File: src/rtl/rv_ctrl_pkg.sv
// rv_ctrl_pkg
//  Shared definitions for the RV32I multi-cycle control path:
//  opcode constants, the FSM state enum (encodings are visible on
//  state_dbg, so they are fixed), datapath mux encodings and the
//  packed control word produced by the output decoder.
package rv_ctrl_pkg;

    // Major opcodes (instr[6:0]) understood by the controller
    localparam logic [6:0] OP_LOAD   = 7'b0000011;
    localparam logic [6:0] OP_STORE  = 7'b0100011;
    localparam logic [6:0] OP_RTYPE  = 7'b0110011;
    localparam logic [6:0] OP_ITYPE  = 7'b0010011;
    localparam logic [6:0] OP_BRANCH = 7'b1100011;
    localparam logic [6:0] OP_JAL    = 7'b1101111;

    typedef enum logic [3:0] {
        S_FETCH    = 4'd0,
        S_DECODE   = 4'd1,
        S_MEMADR   = 4'd2,
        S_MEMREAD  = 4'd3,
        S_MEMWB    = 4'd4,
        S_MEMWRITE = 4'd5,
        S_EXEC_R   = 4'd6,
        S_EXEC_I   = 4'd7,
        S_ALUWB    = 4'd8,
        S_BEQ      = 4'd9,
        S_JAL      = 4'd10,
        S_TRAP     = 4'd11
    } state_t;

    // result_src
    localparam logic [1:0] RES_ALUOUT  = 2'b00;
    localparam logic [1:0] RES_MEMDATA = 2'b01;
    localparam logic [1:0] RES_ALURES  = 2'b10;

    // alu_src_a
    localparam logic [1:0] SRCA_PC     = 2'b00;
    localparam logic [1:0] SRCA_OLDPC  = 2'b01;
    localparam logic [1:0] SRCA_RS1    = 2'b10;

    // alu_src_b
    localparam logic [1:0] SRCB_RS2    = 2'b00;
    localparam logic [1:0] SRCB_IMM    = 2'b01;
    localparam logic [1:0] SRCB_FOUR   = 2'b10;

    // alu_op
    localparam logic [1:0] ALUOP_ADD   = 2'b00;
    localparam logic [1:0] ALUOP_SUB   = 2'b01;
    localparam logic [1:0] ALUOP_FUNCT = 2'b10;

    typedef struct packed {
        logic       pc_write;
        logic       ir_write;
        logic       adr_src;
        logic       mem_read;
        logic       mem_write;
        logic       reg_write;
        logic [1:0] result_src;
        logic [1:0] alu_src_a;
        logic [1:0] alu_src_b;
        logic [1:0] alu_op;
    } ctrl_word_t;

endpackage

File: src/rtl/mc_ctrl_outdec.sv
// mc_ctrl_outdec
//  Purely combinational state -> control word table (Moore decode).
//  Ports:
//   state  in   current FSM state
//   rdy    in   memory ready (already gated by the handshake option)
//   zero   in   ALU zero flag, used only for the branch PC update
//   ctrl   out  datapath control word; fields not set for a state are 0
module mc_ctrl_outdec
    import rv_ctrl_pkg::*;
(
    input  state_t     state,
    input  logic       rdy,
    input  logic       zero,
    output ctrl_word_t ctrl
);

    always_comb begin
        ctrl = '0;
        case (state)
            S_FETCH: begin
                // PC+4 is computed in the same cycle the instruction is read
                ctrl.adr_src    = 1'b0;
                ctrl.mem_read   = 1'b1;
                ctrl.alu_src_a  = SRCA_PC;
                ctrl.alu_src_b  = SRCB_FOUR;
                ctrl.alu_op     = ALUOP_ADD;
                ctrl.result_src = RES_ALURES;
                ctrl.ir_write   = rdy;
                ctrl.pc_write   = rdy;
            end
            S_DECODE: begin
                // Speculative branch/jump target oldPC + imm into ALUOut
                ctrl.alu_src_a = SRCA_OLDPC;
                ctrl.alu_src_b = SRCB_IMM;
                ctrl.alu_op    = ALUOP_ADD;
            end
            S_MEMADR: begin
                ctrl.alu_src_a = SRCA_RS1;
                ctrl.alu_src_b = SRCB_IMM;
                ctrl.alu_op    = ALUOP_ADD;
            end
            S_MEMREAD: begin
                ctrl.adr_src  = 1'b1;
                ctrl.mem_read = 1'b1;
            end
            S_MEMWB: begin
                ctrl.result_src = RES_MEMDATA;
                ctrl.reg_write  = 1'b1;
            end
            S_MEMWRITE: begin
                ctrl.adr_src   = 1'b1;
                ctrl.mem_write = 1'b1;
            end
            S_EXEC_R: begin
                ctrl.alu_src_a = SRCA_RS1;
                ctrl.alu_src_b = SRCB_RS2;
                ctrl.alu_op    = ALUOP_FUNCT;
            end
            S_EXEC_I: begin
                ctrl.alu_src_a = SRCA_RS1;
                ctrl.alu_src_b = SRCB_IMM;
                ctrl.alu_op    = ALUOP_FUNCT;
            end
            S_ALUWB: begin
                ctrl.result_src = RES_ALUOUT;
                ctrl.reg_write  = 1'b1;
            end
            S_BEQ: begin
                // ALUOut still holds the target computed in DECODE
                ctrl.alu_src_a  = SRCA_RS1;
                ctrl.alu_src_b  = SRCB_RS2;
                ctrl.alu_op     = ALUOP_SUB;
                ctrl.result_src = RES_ALUOUT;
                ctrl.pc_write   = zero;
            end
            S_JAL: begin
                // PC <- target from ALUOut; ALU forms oldPC+4 as the link value
                ctrl.alu_src_a  = SRCA_OLDPC;
                ctrl.alu_src_b  = SRCB_FOUR;
                ctrl.alu_op     = ALUOP_ADD;
                ctrl.result_src = RES_ALUOUT;
                ctrl.pc_write   = 1'b1;
            end
            default: ctrl = '0;   // S_TRAP and unused encodings: everything off
        endcase
    end

endmodule

File: src/rtl/multicycle_control_fsm.sv
// multicycle_control_fsm
//  Moore FSM sequencing RV32I instructions over 3-5 cycles on a shared
//  memory / ALU / register-file datapath.
//  Ports:
//   clk, rst_n         clock (rising edge), asynchronous active-low reset
//   opcode, zero       instr[6:0] from IR, ALU zero flag
//   mem_ready          memory access completes this cycle
//   pc_write..alu_op   datapath enables and mux selects
//   instr_done         registered pulse, one per retired instruction
//   illegal_instr      registered illegal-opcode flag (sticky when trapping)
//   state_dbg          current state encoding
module multicycle_control_fsm
    import rv_ctrl_pkg::*;
#(
    parameter int MEM_HANDSHAKE   = 1,
    parameter int SUPPORT_JAL     = 1,
    parameter int TRAP_ON_ILLEGAL = 1
) (
    input  logic       clk,
    input  logic       rst_n,
    input  logic [6:0] opcode,
    input  logic       zero,
    input  logic       mem_ready,
    output logic       pc_write,
    output logic       ir_write,
    output logic       adr_src,
    output logic       mem_read,
    output logic       mem_write,
    output logic       reg_write,
    output logic [1:0] result_src,
    output logic [1:0] alu_src_a,
    output logic [1:0] alu_src_b,
    output logic [1:0] alu_op,
    output logic       instr_done,
    output logic       illegal_instr,
    output logic [3:0] state_dbg
);

    state_t     state_reg, state_next;
    logic       instr_done_reg, illegal_reg;
    logic       retire_next, illegal_next;
    logic       decode_illegal;
    logic       rdy;
    ctrl_word_t ctrl;

    assign rdy = (MEM_HANDSHAKE != 0) ? mem_ready : 1'b1;

    always_comb begin
        state_next     = state_reg;
        retire_next    = 1'b0;
        illegal_next   = 1'b0;
        decode_illegal = 1'b0;
        case (state_reg)
            S_FETCH:    if (rdy) state_next = S_DECODE;
            S_DECODE: begin
                case (opcode)
                    OP_LOAD, OP_STORE: state_next = S_MEMADR;
                    OP_RTYPE:          state_next = S_EXEC_R;
                    OP_ITYPE:          state_next = S_EXEC_I;
                    OP_BRANCH:         state_next = S_BEQ;
                    OP_JAL: begin
                        if (SUPPORT_JAL != 0) state_next = S_JAL;
                        else                  decode_illegal = 1'b1;
                    end
                    default:           decode_illegal = 1'b1;
                endcase
                if (decode_illegal) begin
                    illegal_next = 1'b1;
                    state_next   = (TRAP_ON_ILLEGAL != 0) ? S_TRAP : S_FETCH;
                end
            end
            // opcode[5] is the only bit separating store from load
            S_MEMADR:   state_next = opcode[5] ? S_MEMWRITE : S_MEMREAD;
            S_MEMREAD:  if (rdy) state_next = S_MEMWB;
            S_MEMWB: begin
                state_next  = S_FETCH;
                retire_next = 1'b1;
            end
            S_MEMWRITE: begin
                if (rdy) begin
                    state_next  = S_FETCH;
                    retire_next = 1'b1;
                end
            end
            S_EXEC_R:   state_next = S_ALUWB;
            S_EXEC_I:   state_next = S_ALUWB;
            S_ALUWB: begin
                state_next  = S_FETCH;
                retire_next = 1'b1;
            end
            S_BEQ: begin
                state_next  = S_FETCH;
                retire_next = 1'b1;
            end
            S_JAL:      state_next = S_ALUWB;
            S_TRAP:     state_next = S_TRAP;
            default:    state_next = S_FETCH;
        endcase
    end

    always_ff @(posedge clk or negedge rst_n) begin
        if (!rst_n) begin
            state_reg      <= S_FETCH;
            instr_done_reg <= 1'b0;
            illegal_reg    <= 1'b0;
        end else begin
            state_reg      <= state_next;
            instr_done_reg <= retire_next;
            if (TRAP_ON_ILLEGAL != 0)
                illegal_reg <= illegal_reg | illegal_next;
            else
                illegal_reg <= illegal_next;
        end
    end

    mc_ctrl_outdec u_outdec (
        .state (state_reg),
        .rdy   (rdy),
        .zero  (zero),
        .ctrl  (ctrl)
    );

    // Enables are masked by rst_n directly so an access in flight is
    // dropped the moment reset asserts, not at the next clock edge.
    assign pc_write      = ctrl.pc_write  & rst_n;
    assign ir_write      = ctrl.ir_write  & rst_n;
    assign mem_read      = ctrl.mem_read  & rst_n;
    assign mem_write     = ctrl.mem_write & rst_n;
    assign reg_write     = ctrl.reg_write & rst_n;
    assign adr_src       = ctrl.adr_src;
    assign result_src    = ctrl.result_src;
    assign alu_src_a     = ctrl.alu_src_a;
    assign alu_src_b     = ctrl.alu_src_b;
    assign alu_op        = ctrl.alu_op;
    assign instr_done    = instr_done_reg;
    assign illegal_instr = illegal_reg;
    assign state_dbg     = state_reg;

endmodule
File: config.mk
export PLATFORM = sky130hd
export DESIGN_NAME = multicycle_control_fsm
export DESIGN_NICKNAME = d
export VERILOG_FILES = /design/src/rtl/rv_ctrl_pkg.sv /design/src/rtl/mc_ctrl_outdec.sv /design/src/rtl/multicycle_control_fsm.sv
export SDC_FILE = /design/constraint.sdc
export NUM_CORES = 1
export LEC_CHECK = 0
export ABC_AREA = 1
export CORE_UTILIZATION = 42
export CTS_BUF_LIST = sky130_fd_sc_hd__clkbuf_8 sky130_fd_sc_hd__clkbuf_16
export DETAILED_ROUTE_END_ITERATION = 8
export PLACE_DENSITY = 0.83
export SLEW_MARGIN = 40
export SYNTH_ARGS = -nofsm -noshare
export SYNTH_HDL_FRONTEND = slang
export SYNTH_HIERARCHICAL = 1
export SYNTH_SLANG_ARGS = --single-unit
File: constraint.sdc
create_clock -name clk -period 2.45 [get_ports clk]
set_input_delay 0.3675 -clock clk [delete_from_list [all_inputs] [get_ports clk]]
set_output_delay 0.3675 -clock clk [all_outputs]
set_load 0.005 [all_outputs]
==> results of run 1 <==
==> metal layers <==
| metal | GRT usage, % | vias up | share of wire [%] | routed length [um] |
|---|---|---|---|---|
| met4 | 0 | 0 | 0 | 0 |
| met1 | 23.9 | 350 | 42 | 672 |
| met2 | 42.6 | 38 | 51 | 808 |
| li1 | - | 419 | - | - |
| met3 | 4.89 | 0 | 6.8 | 108 |
| met5 | 0 | - | 0 | 0 |
==> worst max-delay path, delay by kind of cell (launching register included) <==
kind | cells | cell delay (ns)
buf+inv | 3 | 0.62
flops | 1 | 0.58
simple gates | 4 | 0.44
==> placed cells by master (no fill, tap or decap) <==
cell              n
nand2_1          30
clkdlybuf4s50_1  30
inv_1            22
nand3_1          17
nor2_1           12
inv_2             7
dfrtp_1           6
o21ai_0           3
nand2_2           3
o21ai_1           3
clkbuf_8          3
nor2_2            3
a21oi_1           1
nand2_4           1
nor2_4            1
clkinv_2          1
o2111ai_1         1
o21a_1            1
nand3_2           1
buf_4             1
nand4_1           1
==> layout make-up <==
class | count | area, um2 | area share (%)
Clock buffer | 3 | 41.3 | 4.12
Timing Repair Buffer | 31 | 308 | 30.7
Multi-Input combinational cell | 78 | 370 | 37.0
Tap cell | 15 | 18.8 | 1.87
Inverter | 30 | 114 | 11.4
Sequential cell | 6 | 150 | 15.0
==> how the worst max path moves through the flow <==
stage                  from       end  slack (ns)
2_1_floorplan  state_dbg[0]  pc_write        1.09
3_3_place_gp      mem_ready  pc_write        0.40
3_5_place_dp      mem_ready  pc_write        0.36
4_1_cts        state_dbg[0]  pc_write        0.22
5_1_grt        state_dbg[0]  pc_write        0.07
6_report       state_dbg[0]  pc_write        0.23
==> Yosys cell counts (3+ instances only) <==
| cell | n |
|---|---|
| inv_1 | 22 |
| o21ai_1 | 3 |
| nand2_2 | 3 |
| o21ai_0 | 3 |
| nor2_1 | 12 |
| nand2_1 | 30 |
| dfrtp_1 | 6 |
| inv_2 | 7 |
| nor2_2 | 3 |
| nand3_1 | 17 |
==> power groups by stage <==
stage	Sequential [uW]	Combinational (uW)	Clock, uW
floorplan	212	445	0
global placement	223	782	0
detailed placement	224	803	0
CTS	223	808	146
global route	232	914	153
finish	224	807	142
==> cell families after synthesis <==
group	count (synthesis)	share of synthesized area, %
AOI/OAI and AO/OA	9	8.09
and+or+nand+nor	69	50.3
buffers and inverters	30	17.9
DFF	6	23.7
==> stage by stage <==
step	area (um2)	hold WS, ns	worst slack (ns)	utilization, %	instances
final	1000	0.477	0.227	74.2	163
after global routing	1000	0.506	0.0740	74.2	163
after CTS	1000	0.482	0.224	74.2	163
after detailed placement	961	0.459	0.358	71.2	160
after global placement	961	0.453	0.395	71.2	160
after floorplan	634	0.0719	1.09	-	114
==> flow_summary.json, run 1 <==
{
  "grt_usage_pct": 21.5,
  "fin_crit_ns": 2.22,
  "finalClockSkew_ns": 0.000511,
  "areaGrowthSynthToFinish_pct": 58.0,
  "async_flop_share_pct": 100,
  "crit_top_cell": "nand3_1",
  "synth-edff-count": 0,
  "rr_endpoint": "state_dbg[2]",
  "worstSetupPathType": "reg2out",
  "end_kind": "output pin",
  "worstHoldPathType": "reg2reg",
  "die_w_um": 40.9,
  "whs_path_depth": 2,
  "hpwl_mm": 1.29,
  "hold_viol": 0,
  "ios": 31,
  "portBuffers": 30,
  "drt_iter0_markers": 10,
  "finalCritPeriodShare_pct": 90.7,
  "clk_path_buf_depth": 2,
  "cp_slowest_cell": "dfrtp_1",
  "synth_area_um2": 634,
  "pwr-share-seq_pct": 19.1,
  "worstHoldStart": "illegal_instr",
  "total_power_uw": 1170,
  "via_per_inst": 4.95,
  "worstHoldEndpoint": "illegal_instr",
  "net-switching-power_uw": 525,
  "dieArea_um2": 1670,
  "synthCells": 114,
  "cts_sinks": 6,
  "syn_avg_cell_area_um2": 5.56,
  "synth_cell_types": 18,
  "path_cells": "inv_2 > nor2_2 > nand3_1 > nand3_1 > nand2_1 > inv_1 > clkdlybuf4s50_1",
  "fmax_ghz": 0.450,
  "ff2ff_setup_slack_ns": 1.05,
  "clkTransAtPathRegs_ns": 0.03,
  "grt_pass1_wl_mm": 2.41,
  "wl_per_cell_um": 9.75,
  "grt-ovfl-total": 0,
  "ys_seq_elements": 6,
  "cts_buffers": 3,
  "antenna_found_initial": 0,
  "start_util_pct": 47.0,
  "arrival_ns": 1.86,
  "reg2reg_from": "state_dbg[3]",
  "power.density_nw_per_um2": 1170,
  "switching_share_pct": 44.7,
  "globalplace.congestion": 0.796,
  "ctsRootBufferMaster": "clkbuf_8",
  "combPwrFrac_pct": 68.8,
  "fp.dieH_um": 40.9,
  "start_kind": "flip-flop",
  "drive_gt1_share_pct": 14.2,
  "rsz0062_at_grt": "false",
  "intPower_uw": 649,
  "setup_viol": 0,
  "drt-total-wl_mm": 1.59,
  "r2r_cells": 8,
  "via_count": 807,
  "crit_fanout": 12,
  "slew_violations": 0,
  "cts-htree-levels": 1,
  "fillers": 116,
  "p_clk_share_pct": 12.1,
  "diodes": 0,
  "setup_tns_ns": 0,
  "status": "finished, final reports clean",
  "grt_max_degree": 13,
  "leakagePower_uw": 0.000571,
  "yosysSeqAreaShare_pct": 23.7,
  "synth_top_area_cell": "dfrtp_1",
  "cts_hold_buffers": 0,
  "drc": 0,
  "crit_required_ns": 2.08,
  "clk_latency_ns": 0.22,
  "coreArea_um2": 1350,
  "synth_fp_nets": 125,
  "postCtsResizedCells": 0,
  "largest_register_ff_count": 4,
  "worstMarginPinSlew_ns": 0.406,
  "num_rows": 13,
  "slowest_delay_ns": 0.58,
  "synthTopCellsByArea": "dfrtp_1 24%, nand2_1 18%, nand3_1 13%, inv_1 13%, nor2_1 7.1%",
  "nets": 161,
  "netlist.area_leader.share_pct": 23.7,
  "cap_violations": 0,
  "ys.flop_type": "dfrtp_1",
  "dr.pass1.iters": 4,
  "maxSlewHeadroom_pct": 72.9,
  "yosys_warnings": 6,
  "vdd_drop_max_mv": 0.654,
  "cts_tree": "yes",
  "postCtsSetupBuffers": 0,
  "ant_nets": 0,
  "grt_pass1_vias": 652
}
No activity file was read; power rests on OpenSTA's default activity.
==> inputs of run 2 (changes only) <==
- PLACE_DENSITY: 0.83 -> 0.82
==> flow_summary.json, run 2 (same netlist as run 1, synthesis figures left out) <==
{
  "status": "finished, final reports clean",
  "wl_per_cell_um": 10.5,
  "drive_gt1_share_pct": 14.2,
  "total_power_uw": 1190,
  "cts_buffers": 3,
  "grt_usage_pct": 24.7,
  "dp_cells": 160,
  "start_kind": "flip-flop",
  "via_per_inst": 4.78,
  "coreArea_um2": 1350,
  "cts-htree-levels": 1,
  "worstSetupPathType": "reg2out",
  "drt_iter0_markers": 28,
  "grt_max_degree": 13,
  "crit_top_cell": "nand3_1",
  "postCtsSetupBuffers": 0,
  "dp_worst_setup_slack_ns": 0.354,
  "postCtsResizedCells": 0,
  "largest_register_ff_count": 4,
  "fp.dieH_um": 40.9,
  "clkTransAtPathRegs_ns": 0.04,
  "setup_tns_ns": 0,
  "grt_pass1_wl_mm": 2.64,
  "slowest_delay_ns": 0.60,
  "multi_input_area_um2": 370,
  "drt-total-wl_mm": 1.71,
  "critPathTopFamily": "buffers and inverters",
  "ctsRootBufferMaster": "clkbuf_8",
  "cp_slowest_cell": "dfrtp_1",
  "grt_pass1_vias": 678,
  "dieArea_um2": 1670,
  "seqCellArea_um2": 150,
  "nets": 161,
  "rsz0062_at_grt": "false",
  "crit_fanout": 12,
  "clk_path_buf_depth": 2,
  "leakagePower_uw": 0.000571,
  "cts_tree": "yes",
  "power.density_nw_per_um2": 1190,
  "setup_slack_ns": 0.191,
  "setup_viol": 0,
  "globalplace.congestion": 0.792,
  "fin_crit_ns": 2.26,
  "diodes": 0,
  "ant_nets": 0,
  "fin_cells": 163,
  "dr.pass1.iters": 5,
  "cts_sinks": 6,
  "die_w_um": 40.9,
  "cp_num_buf_inv": 3,
  "num_rows": 13,
  "antenna_found_initial": 0,
  "fillers": 130,
  "slew_violations": 0,
  "finalClockSkew_ns": 0.00139,
  "hpwl_mm": 1.33,
  "cts_hold_buffers": 0,
  "cap_violations": 0,
  "worstHoldPathType": "reg2reg",
  "start_util_pct": 47.0,
  "finish.utilization_pct": 74.2,
  "end_kind": "output pin",
  "maxSlewHeadroom_pct": 70.5,
  "finalCritPeriodShare_pct": 92.2,
  "vdd_drop_max_mv": 0.762,
  "areaGrowthSynthToFinish_pct": 58.0,
  "mostFrequentLayoutCells": "30 x nand2_1, 30 x clkdlybuf4s50_1, 22 x inv_1",
  "hold_viol": 0,
  "clk_latency_ns": 0.23,
  "portBuffers": 30,
  "crit_required_ns": 2.08,
  "path_cells": "inv_2 > nor2_2 > nand3_1 > nand3_1 > nand2_1 > inv_1 > clkdlybuf4s50_1",
  "arrival_ns": 1.89,
  "worstMarginPinSlew_ns": 0.442,
  "drc": 0,
  "fmax_ghz": 0.443,
  "ios": 31,
  "grt-ovfl-total": 0,
  "via_count": 779
}
## run 2: area by class of cell
type                    instances  share of cell area (%)
multi-input cells              78                    37.0
repair buffers                 31                    30.7
well taps                      15                    1.87
flip-flops and latches          6                    15.0
inverters                      30                    11.4
clock buffers                   3                    4.12
## run 2: report_power, final
group	leakage [uW]	switching [uW]	internal, uW	total (uW)
clock network	0.0000216	49.8	106	156
registers	0.0000727	88.8	138	226
logic	0.000476	400	406	806
## run 2: metal layers
layer / part of all wire (%) / GRT usage [%] / wire [um]
met1: 42 / 25.2 / 719
met5: 0 / 0 / 0
met4: 0 / 10.0 / 0
met2: 52 / 46.5 / 887
met3: 6.0 / 6.52 / 103
## run 2: worst paths after layout
path,start,end,slack (ns),cells after the start
setup / recovery,state_dbg[0],pc_write,0.19,7
hold / removal,illegal_instr,illegal_instr,0.47,2
setup reg to reg,state_dbg[1],state_dbg[0],1.11,7
hold reg to reg,illegal_instr,illegal_instr,0.47,2
max in group asynchronous,rst_n,instr_done,1.76,2
min in group asynchronous,rst_n,state_dbg[3],0.57,2
## run 2: worst min-delay path: cells and delay by family, from the launching register on
kind | cells | cell delay, ns
buf+inv | 1 | 0.04
flops | 1 | 0.34
simple gates | 1 | 0.05
## run 2: through the flow
step	instance area, um2	hold WS (ns)
final	1000	0.466
after floorplan	634	0.0719
after CTS	1000	0.469
after detailed placement	961	0.459
after global routing	1000	0.493
after global placement	961	0.451
==> inputs of run 3 (changes only) <==
- PLACE_DENSITY: 0.82 -> default
- PLACE_DENSITY_LB_ADDON: default -> 0.25
==> flow_summary.json, run 3 (same netlist as run 1, synthesis figures left out) <==
{
  "status": "finished, final reports clean",
  "clk_path_buf_depth": 2,
  "rsz0062_at_grt": "false",
  "ios": 31,
  "nets": 161,
  "grt_usage_pct": 23.1,
  "drt-total-wl_mm": 1.65,
  "hold_viol": 0,
  "dieArea_um2": 1670,
  "power.density_nw_per_um2": 1180,
  "via_count": 805,
  "wl_per_cell_um": 10.1,
  "cap_violations": 0,
  "slowest_delay_ns": 0.61,
  "hpwl_mm": 1.31,
  "met2_usage_pct": 41.8,
  "end_kind": "output pin",
  "vdd_drop_max_mv": 0.887,
  "via_per_inst": 4.94,
  "cts_hold_buffers": 0,
  "maxSlewHeadroom_pct": 70.2,
  "coreArea_um2": 1350,
  "setup_viol": 0,
  "finalCritPeriodShare_pct": 94.1,
  "largest_register_ff_count": 4,
  "clk_latency_ns": 0.23,
  "postCtsSetupBuffers": 0,
  "cp_num_buf_inv": 3,
  "cts-htree-levels": 1,
  "start_util_pct": 47.0,
  "dp_cells": 160,
  "portBuffers": 30,
  "grt_max_degree": 13,
  "fp.dieH_um": 40.9,
  "worstSetupPathType": "reg2out",
  "drive_gt1_share_pct": 14.2,
  "diodes": 0,
  "crit_top_cell": "nand3_1",
  "worstMarginPinSlew_ns": 0.447,
  "critPathTopFamily": "buffers and inverters",
  "grt_use_met3_pct": 6.52,
  "antenna_found_initial": 0,
  "arrival_ns": 1.94,
  "drt_iter0_markers": 22,
  "path_cells": "inv_2 > nor2_2 > nand3_1 > nand3_1 > nand2_1 > inv_1 > clkdlybuf4s50_1",
  "crit_required_ns": 2.08,
  "ctsRootBufferMaster": "clkbuf_8",
  "dr.pass1.iters": 4,
  "grt_pass1_vias": 620,
  "ant_nets": 0,
  "postCtsResizedCells": 0,
  "finish.utilization_pct": 74.2,
  "fin_crit_ns": 2.31,
  "cts_sinks": 6,
  "cp_slowest_cell": "dfrtp_1",
  "globalplace.congestion": 0.799,
  "met1_usage_pct": 25.2,
  "grt_pass1_wl_mm": 2.48,
  "cts_tree": "yes",
  "cts_buffers": 3,
  "crit_fanout": 12,
  "clkTransAtPathRegs_ns": 0.04,
  "drc": 0,
  "worst_hold_slack_ns": 0.475,
  "setup_tns_ns": 0,
  "fin_cells": 163,
  "start_kind": "flip-flop",
  "finalClockSkew_ns": 0.00357,
  "top_usage_layer": "met2",
  "slew_violations": 0,
  "fmax_ghz": 0.434,
  "place_area_um2": 961,
  "die_w_um": 40.9,
  "grt-ovfl-total": 0,
  "fin_area_um2": 1000,
  "worstHoldPathType": "reg2reg",
  "mostFrequentLayoutCells": "30 x nand2_1, 30 x clkdlybuf4s50_1, 22 x inv_1",
  "leakagePower_uw": 0.000571,
  "ff2ff_setup_slack_ns": 1.11,
  "areaGrowthSynthToFinish_pct": 58.0,
  "num_rows": 13
}
## run 3: cell counts in the layout (fill, tap and decap cells not counted)
No cell type changed its count.
## run 3: routing by layer
metal  vias to the layer above  routed length, um
met4                         0                 21
met3                         2                 80
met5                         -                  0
li1                        415                  -
met1                       360                711
met2                        28                838
## run 3: final timing paths
kind	cells after the start	startpoint	endpoint
worst max register to register	7	state_dbg[2]	state_dbg[2]
worst min register to register	2	illegal_instr	illegal_instr
worst min-delay path	2	illegal_instr	illegal_instr
min in group asynchronous	2	rst_n	state_dbg[0]
worst max-delay path	7	state_dbg[0]	pc_write
max in group asynchronous	2	rst_n	state_dbg[1]
## run 3: where the power goes
group	total [uW]	switching (uW)	internal (uW)
sequential	229	91.3	138
clock	157	50.7	106
combinational	801	395	406
total	1190	537	649
## run 3: per-stage QoR
step           power, uW  setup slack [ns]
2_1_floorplan        657              1.09
3_3_place_gp        1000             0.397
3_5_place_dp        1020             0.355
4_1_cts             1180             0.170
5_1_grt             1300            0.0418
6_report            1190             0.144
## run 3: worst min-delay path, delay by kind of cell, from the launching register on
family                 cells  cell delay (ns)
buffers and inverters      1             0.04
and+or+nand+nor            1             0.06
DFF                        1             0.34
## run 3: area by class of cell
class | instances | area, um2
Tap cell | 15 | 18.8
Multi-Input combinational cell | 78 | 370
Inverter | 30 | 114
Fill cell | 117 | 348
Timing Repair Buffer | 31 | 308
Sequential cell | 6 | 150
Clock buffer | 3 | 41.3
